<file path="config.mk">
export PLATFORM = sky130hd
export DESIGN_NAME = lc3_datapath_p
export DESIGN_NICKNAME = d
export VERILOG_FILES = /design/src/rtl/lc3_dp_pkg.sv /design/src/rtl/lc3_regfile_p.sv /design/src/rtl/lc3_datapath_p.sv
export SDC_FILE = /design/constraint.sdc
export NUM_CORES = 1
export LEC_CHECK = 0
export BUFFER_PORTS_ARGS = -buffer_cell sky130_fd_sc_hd__buf_2
export CAP_MARGIN = 30
export CORE_MARGIN = 10
export CORE_UTILIZATION = 35
export CTS_CLUSTER_DIAMETER = 200
export CTS_CLUSTER_SIZE = 16
export DETAILED_ROUTE_END_ITERATION = 6
export GPL_TIMING_DRIVEN = 0
export SLEW_MARGIN = 5
export SYNTH_ARGS = -nofsm -noshare
export SYNTH_HDL_FRONTEND = slang
export SYNTH_SLANG_ARGS = --single-unit
</file>
<file path="constraint.sdc">
create_clock -name Clk -period 9.4 [get_ports Clk]
set_input_delay 1.88 -clock Clk [delete_from_list [all_inputs] [get_ports Clk]]
set_output_delay 1.88 -clock Clk [all_outputs]
set_load 0.02 [all_outputs]
</file>
<file path="src/rtl/lc3_dp_pkg.sv">
// Shared select encodings, memory-FSM states and the immediate sign-extender.
// Latency: n/a (types and a pure function only).
// Backpressure: n/a.
package lc3_dp_pkg;

    // Widest datapath the sign-extender can serve; DATA_W must not exceed it.
    localparam int SEXT_MAX_W = 64;

    typedef enum logic [1:0] {
        PC_INC  = 2'd0,
        PC_ADDR = 2'd1,
        PC_BUS  = 2'd2,
        PC_HOLD = 2'd3
    } pcmux_e;

    typedef enum logic [1:0] {
        A2_ZERO  = 2'd0,
        A2_OFF6  = 2'd1,
        A2_OFF9  = 2'd2,
        A2_OFF11 = 2'd3
    } addr2mux_e;

    typedef enum logic [1:0] {
        ALU_ADD  = 2'd0,
        ALU_AND  = 2'd1,
        ALU_NOT  = 2'd2,
        ALU_PASS = 2'd3
    } aluk_e;

    typedef enum logic [1:0] {
        IDLE = 2'd0,
        REQ  = 2'd1,
        DONE = 2'd2
    } memfsm_e;

    // Sign-extend the low 'width' bits of an IR-sized field; callers truncate to DATA_W.
    function automatic logic [SEXT_MAX_W-1:0] sext(input logic [15:0] raw, input int width);
        logic [SEXT_MAX_W-1:0] res;
        res = {SEXT_MAX_W{raw[4'(width - 1)]}};
        for (int i = 0; i < 16; i++) begin
            if (i < width) begin
                res[i] = raw[4'(i)];
            end
        end
        return res;
    endfunction

endpackage

</file>
<file path="src/rtl/lc3_regfile_p.sv">
// Eight-entry register file, two asynchronous read ports and one write port.
// Latency: reads combinational; a write is visible after the loading edge (same-cycle read sees the old value).
// Backpressure: none; the write enable is taken unconditionally.
module lc3_regfile_p #(
    parameter int DATA_W = 16
) (
    input  logic              clk,
    input  logic              rst_n,
    input  logic              we,
    input  logic [2:0]        dr,
    input  logic [DATA_W-1:0] din,
    input  logic [2:0]        sr1,
    input  logic [2:0]        sr2,
    output logic [DATA_W-1:0] sr1_dat,
    output logic [DATA_W-1:0] sr2_dat
);

    logic [DATA_W-1:0] regs [8];

    always_ff @(posedge clk or negedge rst_n) begin
        if (!rst_n) begin
            for (int i = 0; i < 8; i++) begin
                regs[i] <= '0;
            end
        end else if (we) begin
            regs[dr] <= din;
        end
    end

    assign sr1_dat = regs[sr1];
    assign sr2_dat = regs[sr2];

endmodule

</file>
<file path="src/rtl/lc3_datapath_p.sv">
// LC-3 datapath with checked internal bus and a req/ack memory engine that aborts after MEM_TIMEOUT cycles.
// Latency: register loads on the next edge; memory access start-to-mem_done is 2 cycles minimum.
// Backpressure: memory holds mem_req until mem_ack or timeout; mem_start outside IDLE is dropped.
module lc3_datapath_p
    import lc3_dp_pkg::*;
#(
    parameter int                DATA_W      = 16,
    parameter logic [DATA_W-1:0] RESET_PC    = '0,
    parameter int                MEM_TIMEOUT = 15
) (
    input  logic              Clk,
    input  logic              Reset_n,
    input  logic              LD_IR,
    input  logic              LD_MAR,
    input  logic              LD_PC,
    input  logic              LD_MDR,
    input  logic              LD_CC,
    input  logic              LD_BEN,
    input  logic              LD_REG,
    input  logic              GatePC,
    input  logic              GateMDR,
    input  logic              GateALU,
    input  logic              GateMARMUX,
    input  logic [1:0]        PCMUX,
    input  logic              ADDR1MUX,
    input  logic [1:0]        ADDR2MUX,
    input  logic              SR1MUX,
    input  logic              DRMUX,
    input  logic              SR2MUX,
    input  logic [1:0]        ALUK,
    input  logic              mem_start,
    input  logic              mem_we,
    output logic              mem_req,
    output logic              mem_we_o,
    output logic [DATA_W-1:0] mem_addr,
    output logic [DATA_W-1:0] mem_wdata,
    input  logic [DATA_W-1:0] mem_rdata,
    input  logic              mem_ack,
    output logic              mem_done,
    output logic              mem_err,
    output logic              bus_err,
    output logic [DATA_W-1:0] bus,
    output logic              BEN,
    output logic [DATA_W-1:0] IR,
    output logic [DATA_W-1:0] PC,
    output logic [DATA_W-1:0] MAR
);

    localparam int CNT_W = $clog2(MEM_TIMEOUT + 1);

    logic [DATA_W-1:0] ir_q, pc_q, mar_q, mdr_q;
    logic [2:0]        nzp_q;
    logic              ben_q;
    memfsm_e           state_q, state_d;
    logic [CNT_W-1:0]  cnt_q;
    logic              we_q, err_q;
    logic              start_acc, ack_hit, tmo_hit;

    logic [DATA_W-1:0] sx5, sx6, sx9, sx11;
    logic [2:0]        sr1_sel, dr_sel;
    logic [DATA_W-1:0] sr1_dat, sr2_dat;
    logic [DATA_W-1:0] alu_b, alu_y, addr1, addr2, addr_sum, pc_d, bus_w;
    logic [2:0]        gate_cnt;
    logic              bus_err_w;

    assign sx5  = DATA_W'(sext(ir_q[15:0], 5));
    assign sx6  = DATA_W'(sext(ir_q[15:0], 6));
    assign sx9  = DATA_W'(sext(ir_q[15:0], 9));
    assign sx11 = DATA_W'(sext(ir_q[15:0], 11));

    assign sr1_sel = SR1MUX ? ir_q[11:9] : ir_q[8:6];
    assign dr_sel  = DRMUX  ? 3'd7       : ir_q[11:9];

    lc3_regfile_p #(.DATA_W(DATA_W)) u_regfile (
        .clk     (Clk),
        .rst_n   (Reset_n),
        .we      (LD_REG),
        .dr      (dr_sel),
        .din     (bus_w),
        .sr1     (sr1_sel),
        .sr2     (ir_q[2:0]),
        .sr1_dat (sr1_dat),
        .sr2_dat (sr2_dat)
    );

    assign alu_b = SR2MUX ? sx5 : sr2_dat;

    always_comb begin
        alu_y = sr1_dat;
        case (aluk_e'(ALUK))
            ALU_ADD:  alu_y = sr1_dat + alu_b;
            ALU_AND:  alu_y = sr1_dat & alu_b;
            ALU_NOT:  alu_y = ~sr1_dat;
            ALU_PASS: alu_y = sr1_dat;
            default:  alu_y = sr1_dat;
        endcase
    end

    assign addr1 = ADDR1MUX ? sr1_dat : pc_q;

    always_comb begin
        addr2 = '0;
        case (addr2mux_e'(ADDR2MUX))
            A2_ZERO:  addr2 = '0;
            A2_OFF6:  addr2 = sx6;
            A2_OFF9:  addr2 = sx9;
            A2_OFF11: addr2 = sx11;
            default:  addr2 = '0;
        endcase
    end

    assign addr_sum = addr1 + addr2;

    // A conflicting drive floats nothing onto the bus: it reads as zero and is flagged.
    assign gate_cnt  = {2'b0, GatePC} + {2'b0, GateMDR} + {2'b0, GateALU} + {2'b0, GateMARMUX};
    assign bus_err_w = (gate_cnt > 3'd1);

    always_comb begin
        bus_w = '0;
        if (!bus_err_w) begin
            if (GatePC)     bus_w = pc_q;
            if (GateMDR)    bus_w = mdr_q;
            if (GateALU)    bus_w = alu_y;
            if (GateMARMUX) bus_w = addr_sum;
        end
    end

    always_comb begin
        pc_d = pc_q;
        case (pcmux_e'(PCMUX))
            PC_INC:  pc_d = pc_q + DATA_W'(1);
            PC_ADDR: pc_d = addr_sum;
            PC_BUS:  pc_d = bus_w;
            PC_HOLD: pc_d = pc_q;
            default: pc_d = pc_q;
        endcase
    end

    always_ff @(posedge Clk or negedge Reset_n) begin
        if (!Reset_n) begin
            ir_q  <= '0;
            pc_q  <= RESET_PC;
            mar_q <= '0;
            nzp_q <= 3'b010;
            ben_q <= 1'b0;
        end else begin
            if (LD_IR)  ir_q  <= bus_w;
            if (LD_PC)  pc_q  <= pc_d;
            if (LD_MAR) mar_q <= bus_w;
            if (LD_CC) begin
                if (bus_w[DATA_W-1])  nzp_q <= 3'b100;
                else if (bus_w == '0) nzp_q <= 3'b010;
                else                  nzp_q <= 3'b001;
            end
            if (LD_BEN) ben_q <= |(ir_q[11:9] & nzp_q);
        end
    end

    always_comb begin
        state_d   = state_q;
        start_acc = 1'b0;
        ack_hit   = 1'b0;
        tmo_hit   = 1'b0;
        case (state_q)
            IDLE: begin
                start_acc = mem_start;
                if (mem_start) state_d = REQ;
            end
            REQ: begin
                ack_hit = mem_ack;
                tmo_hit = !mem_ack && (cnt_q == CNT_W'(MEM_TIMEOUT - 1));
                if (ack_hit || tmo_hit) state_d = DONE;
            end
            DONE:    state_d = IDLE;
            default: state_d = IDLE;
        endcase
    end

    always_ff @(posedge Clk or negedge Reset_n) begin
        if (!Reset_n) begin
            state_q <= IDLE;
        end else begin
            state_q <= state_d;
        end
    end

    always_ff @(posedge Clk or negedge Reset_n) begin
        if (!Reset_n) begin
            cnt_q <= '0;
            we_q  <= 1'b0;
            err_q <= 1'b0;
        end else if (start_acc) begin
            cnt_q <= '0;
            we_q  <= mem_we;
            err_q <= 1'b0;
        end else if (state_q == REQ) begin
            cnt_q <= cnt_q + CNT_W'(1);
            if (tmo_hit) err_q <= 1'b1;
        end
    end

    // While a request is outstanding the FSM owns MDR; LD_MDR is ignored.
    always_ff @(posedge Clk or negedge Reset_n) begin
        if (!Reset_n) begin
            mdr_q <= '0;
        end else if (ack_hit && !we_q) begin
            mdr_q <= mem_rdata;
        end else if (LD_MDR && state_q != REQ) begin
            mdr_q <= bus_w;
        end
    end

    assign mem_req   = (state_q == REQ);
    assign mem_we_o  = we_q && (state_q == REQ);
    assign mem_done  = (state_q == DONE);
    assign mem_err   = err_q;
    assign mem_addr  = mar_q;
    assign mem_wdata = mdr_q;
    assign bus_err   = bus_err_w;
    assign bus       = bus_w;
    assign BEN       = ben_q;
    assign IR        = ir_q;
    assign PC        = pc_q;
    assign MAR       = mar_q;

endmodule

</file>
==> impl_metrics.yaml <==
power:
  ir_drop_mv: 0.109
  p_leak_uw: 0.00742
  p_per_area_nw_per_um2: 245
clock_tree:
  clk_latency_ns: 0.53
  clk_pin_slew_ns: 0.07
  cts_root_buffer: "clkbuf_16"
  h-tree-depth: 1
  cts_buffers: 16
  cts_buffer_depth: 3
  clock-sinks: 204
  tritoncts: "done"
layout:
  synthToLayoutAreaGrowth_pct: 15.0
  stdcell_area_um2: 16300
  postLayoutCoreUtil: 0.409
  drive_above_1_share: 0.239
  finalNetCount: 1784
  regArea_um2: 5110
  n_antenna_cell: 0
  n_fill_cell: 3997
  multi_input_area_um2: 8370
  fin_cells: 2231
sta:
  max-slew-margin-rel: 0.281
  tightest_slew_ns: 1.08
  period_share: 0.987
  setup-violations-final: 0
  setup_tns_ns: 0
  timing.final.hold_violations: 0
  finalClockSkew_ns: 0.0314
  fmax_mhz: 108
  slew_violations: 0
  fin_hold_ws_ns: 0.495
  fin_crit_ns: 9.28
setup_path:
  path_buf_inv: 6
  max_stage_delay_ns: 0.55
  critPathRequiredTime_ns: 7.52
  path_delay_family: "buffers and inverters"
  startpoint: "SR1MUX"
  r2r_cells: 20
  r2r_start: "IR[6]"
  cpMostUsedCell: "buf_2"
  critPathKind: "in -> out"
  arrival_ns: 7.40
  start_kind: "input pin"
  crit_end: "bus[6]"
  crit_path_end_kind: "output port"
  path_depth: 19
  path_max_fanout: 10
  reg2reg_to: "nzp_q[0]"
  cp_cell_sequence: "buf_2 > mux2_2 > buf_2 > buf_2 > clkbuf_4 > o22ai_1 > a21oi_1 > or2_2 > mux2_2 > ha_1 > fa_1 > a211oi_1 > o21bai_1 > a21oi_1 > xor2_1 > a21oi_1 > o311a_1 > clkbuf_1 > buf_2"
  cp_slowest_cell: "clkbuf_1"
  r2r_slack_ns: 2.21
synthesis:
  post-synth-top-count-cell: "dfrtp_1"
  ys_seq_area_frac: 0.360
  yosysTopAreaCellShare: 0.358
  async_flop_share: 1.00
  synth_edf_count: 0
  synth_largest_area_cell: "dfrtp_1"
  syn-instance-count: 1529
  postSynthAreaPerCell_um2: 9.29
  synthTopCellsByArea: "dfrtp_1, mux2_2, mux4_2"
  synthesis.area_um2: 14200
  ys_warn_count: 0
  synth_flop_cell: "dfrtp_1"
  synthTopCellsByCount: "dfrtp_1, nor2_1, mux2_2, o21ai_0, nand2_1"
  synthesis.nets: 1611
  synth_cell_types: 79
  ys_seq_elements: 204
die:
  fp.dieH_um: 221
  fp-row-count: 73
  floorplan.initialDensity: 0.356
  ioPinCount: 144
  fp.dieW_um: 221
  core-area_um2: 39900
  dieArea_um2: 49000
min_path:
  hold_path_class: "reg -> reg"
placement:
  port_buffers: 139
  dp_cells: 2206
  dpl-instance-area_um2: 15700
  dp_hpwl_um: 46900
  routabilityCongestion: 0.985
job:
  cap_violations: 0
global_route:
  overflow: 0
  grt_max_degree: 85
  gr-usage-all-layers: 0.237
  grt_pass1_vias: 13000
  antenna_found_initial: 1
  grt_pass1_wl_um: 89400
route:
  drtPass1Iterations: 6
  vias: 13700
  avgViaCountPerCell: 6.14
  drc: 0
  wl_um: 61600
  first_iter_violations: 1593
  antenna_left: 0
  routedWlPerCell_um: 27.6
run_status:
  status: "finished clean"
-- timing repair --
item,4_1_cts,5_1_grt
endpoints found under the setup margin,7,9
hold buffers,0,0
setup buffers,0,3
gates resized for setup,11,18
pin swaps,0,2
endpoints found under the hold margin,0,0
-- state kept, by name, indices dropped and copies added (netlist names) --
| name | cells |
|---|---|
| BEN | 1 |
| MAR | 16 |
| state_q | 2 |
| cnt_q | 4 |
| u_regfile.regs | 128 |
| nzp_q | 3 |
| mem_err | 1 |
| IR | 16 |
| mem_wdata | 16 |
| we_q | 1 |
| PC | 16 |
-- worst min-delay path by stage --
stage / start / to / slack (ns) / depth (start not counted)
after global placement: nzp_q[1] / nzp_q[1] / 0.48 / 1
final: nzp_q[1] / nzp_q[1] / 0.50 / 1
after global routing: nzp_q[1] / nzp_q[1] / 0.50 / 1
after CTS: nzp_q[1] / nzp_q[1] / 0.49 / 1
after detailed placement: nzp_q[1] / nzp_q[1] / 0.48 / 1
after floorplan: u_regfile.regs[55] / u_regfile.regs[55] / 0.46 / 2
-- cell usage in the layout, fill, tap and decap left out, types with 15 or more instances in the layout --
cell,synthesis,layout
dfrtp_1,203,203
buf_2,18,153
nor2_1,138,138
mux2_2,133,133
o21ai_0,112,112
nand2_1,102,102
a21oi_1,101,99
clkbuf_1,80,78
inv_1,56,56
mux2i_1,51,51
ha_1,37,37
a211oi_1,36,35
a22oi_1,34,34
nand2b_1,32,32
mux4_2,32,32
buf_4,17,28
o22ai_1,27,27
nor3_1,27,26
nor2b_1,25,25
nand3_1,25,25
xnor2_1,20,19
clkbuf_16,0,16
a31oi_1,17,15
-- cell type report --
class | count | share of cell area
Multi-Input combinational cell | 1138 | 0.513
Inverter | 58 | 0.0133
Buffer | 127 | 0.0366
Tap cell | 525 | 0.0402
Timing Repair Buffer | 157 | 0.0564
Clock inverter | 2 | 0.00283
Clock buffer | 20 | 0.0254
Sequential cell | 204 | 0.313
-- kinds of logic (layout without fill, tap and decap cells) --
kind of cell	count (synthesis)	after routing	share of synthesized area
AO/OA/AOI/OAI	456	456	0.208
XOR/XNOR	24	24	0.0148
adder cells (fa/ha/maj)	40	40	0.0368
buffers and inverters	187	364	0.0566
flip-flops	204	204	0.360
multiplexers	216	216	0.192
AND/OR/NAND/NOR	402	402	0.132
-- worst reg2reg max path, stage by stage, from the launching register on --
cell,delay (ns)
dfrtp_1,0.40
buf_2,0.26
clkbuf_1,0.52
clkbuf_1,0.59
a211oi_1,0.19
o41ai_1,0.40
a21oi_1,0.19
or2_2,0.37
mux2_2,0.28
ha_1,0.24
fa_1,0.49
a211oi_1,0.30
o21bai_1,0.12
a21oi_1,0.26
a211oi_1,0.13
xnor2_1,0.33
a21oi_1,0.12
o211a_1,0.42
or4_1,0.61
or4b_1,0.66
o211a_1,0.20
-- routing by layer --
metal  global-route usage  vias up  wire (um)
li1                     -     5969          -
met1                0.309     6800      25200
met2                0.383      769      28400
met3               0.0421      156       5100
met4               0.0947        0       2900
met5                    0        -          0
-- power by group --
| group | internal [uW] | switching, uW | leakage, uW |
|---|---|---|---|
| sequential | 1110 | 259 | 0.00270 |
| combinational | 730 | 1200 | 0.00449 |
| clock | 342 | 360 | 0.000223 |
-- per-stage QoR --
stage          setup slack (ns)  total power, uW
2_1_floorplan              1.40             2490
3_3_place_gp              -1.55             3200
3_5_place_dp             -0.484             3240
4_1_cts                  0.0346             3960
5_1_grt                -0.00183             4180
6_report                  0.119             4000
Note: power is estimated with default switching activity, not from simulation.
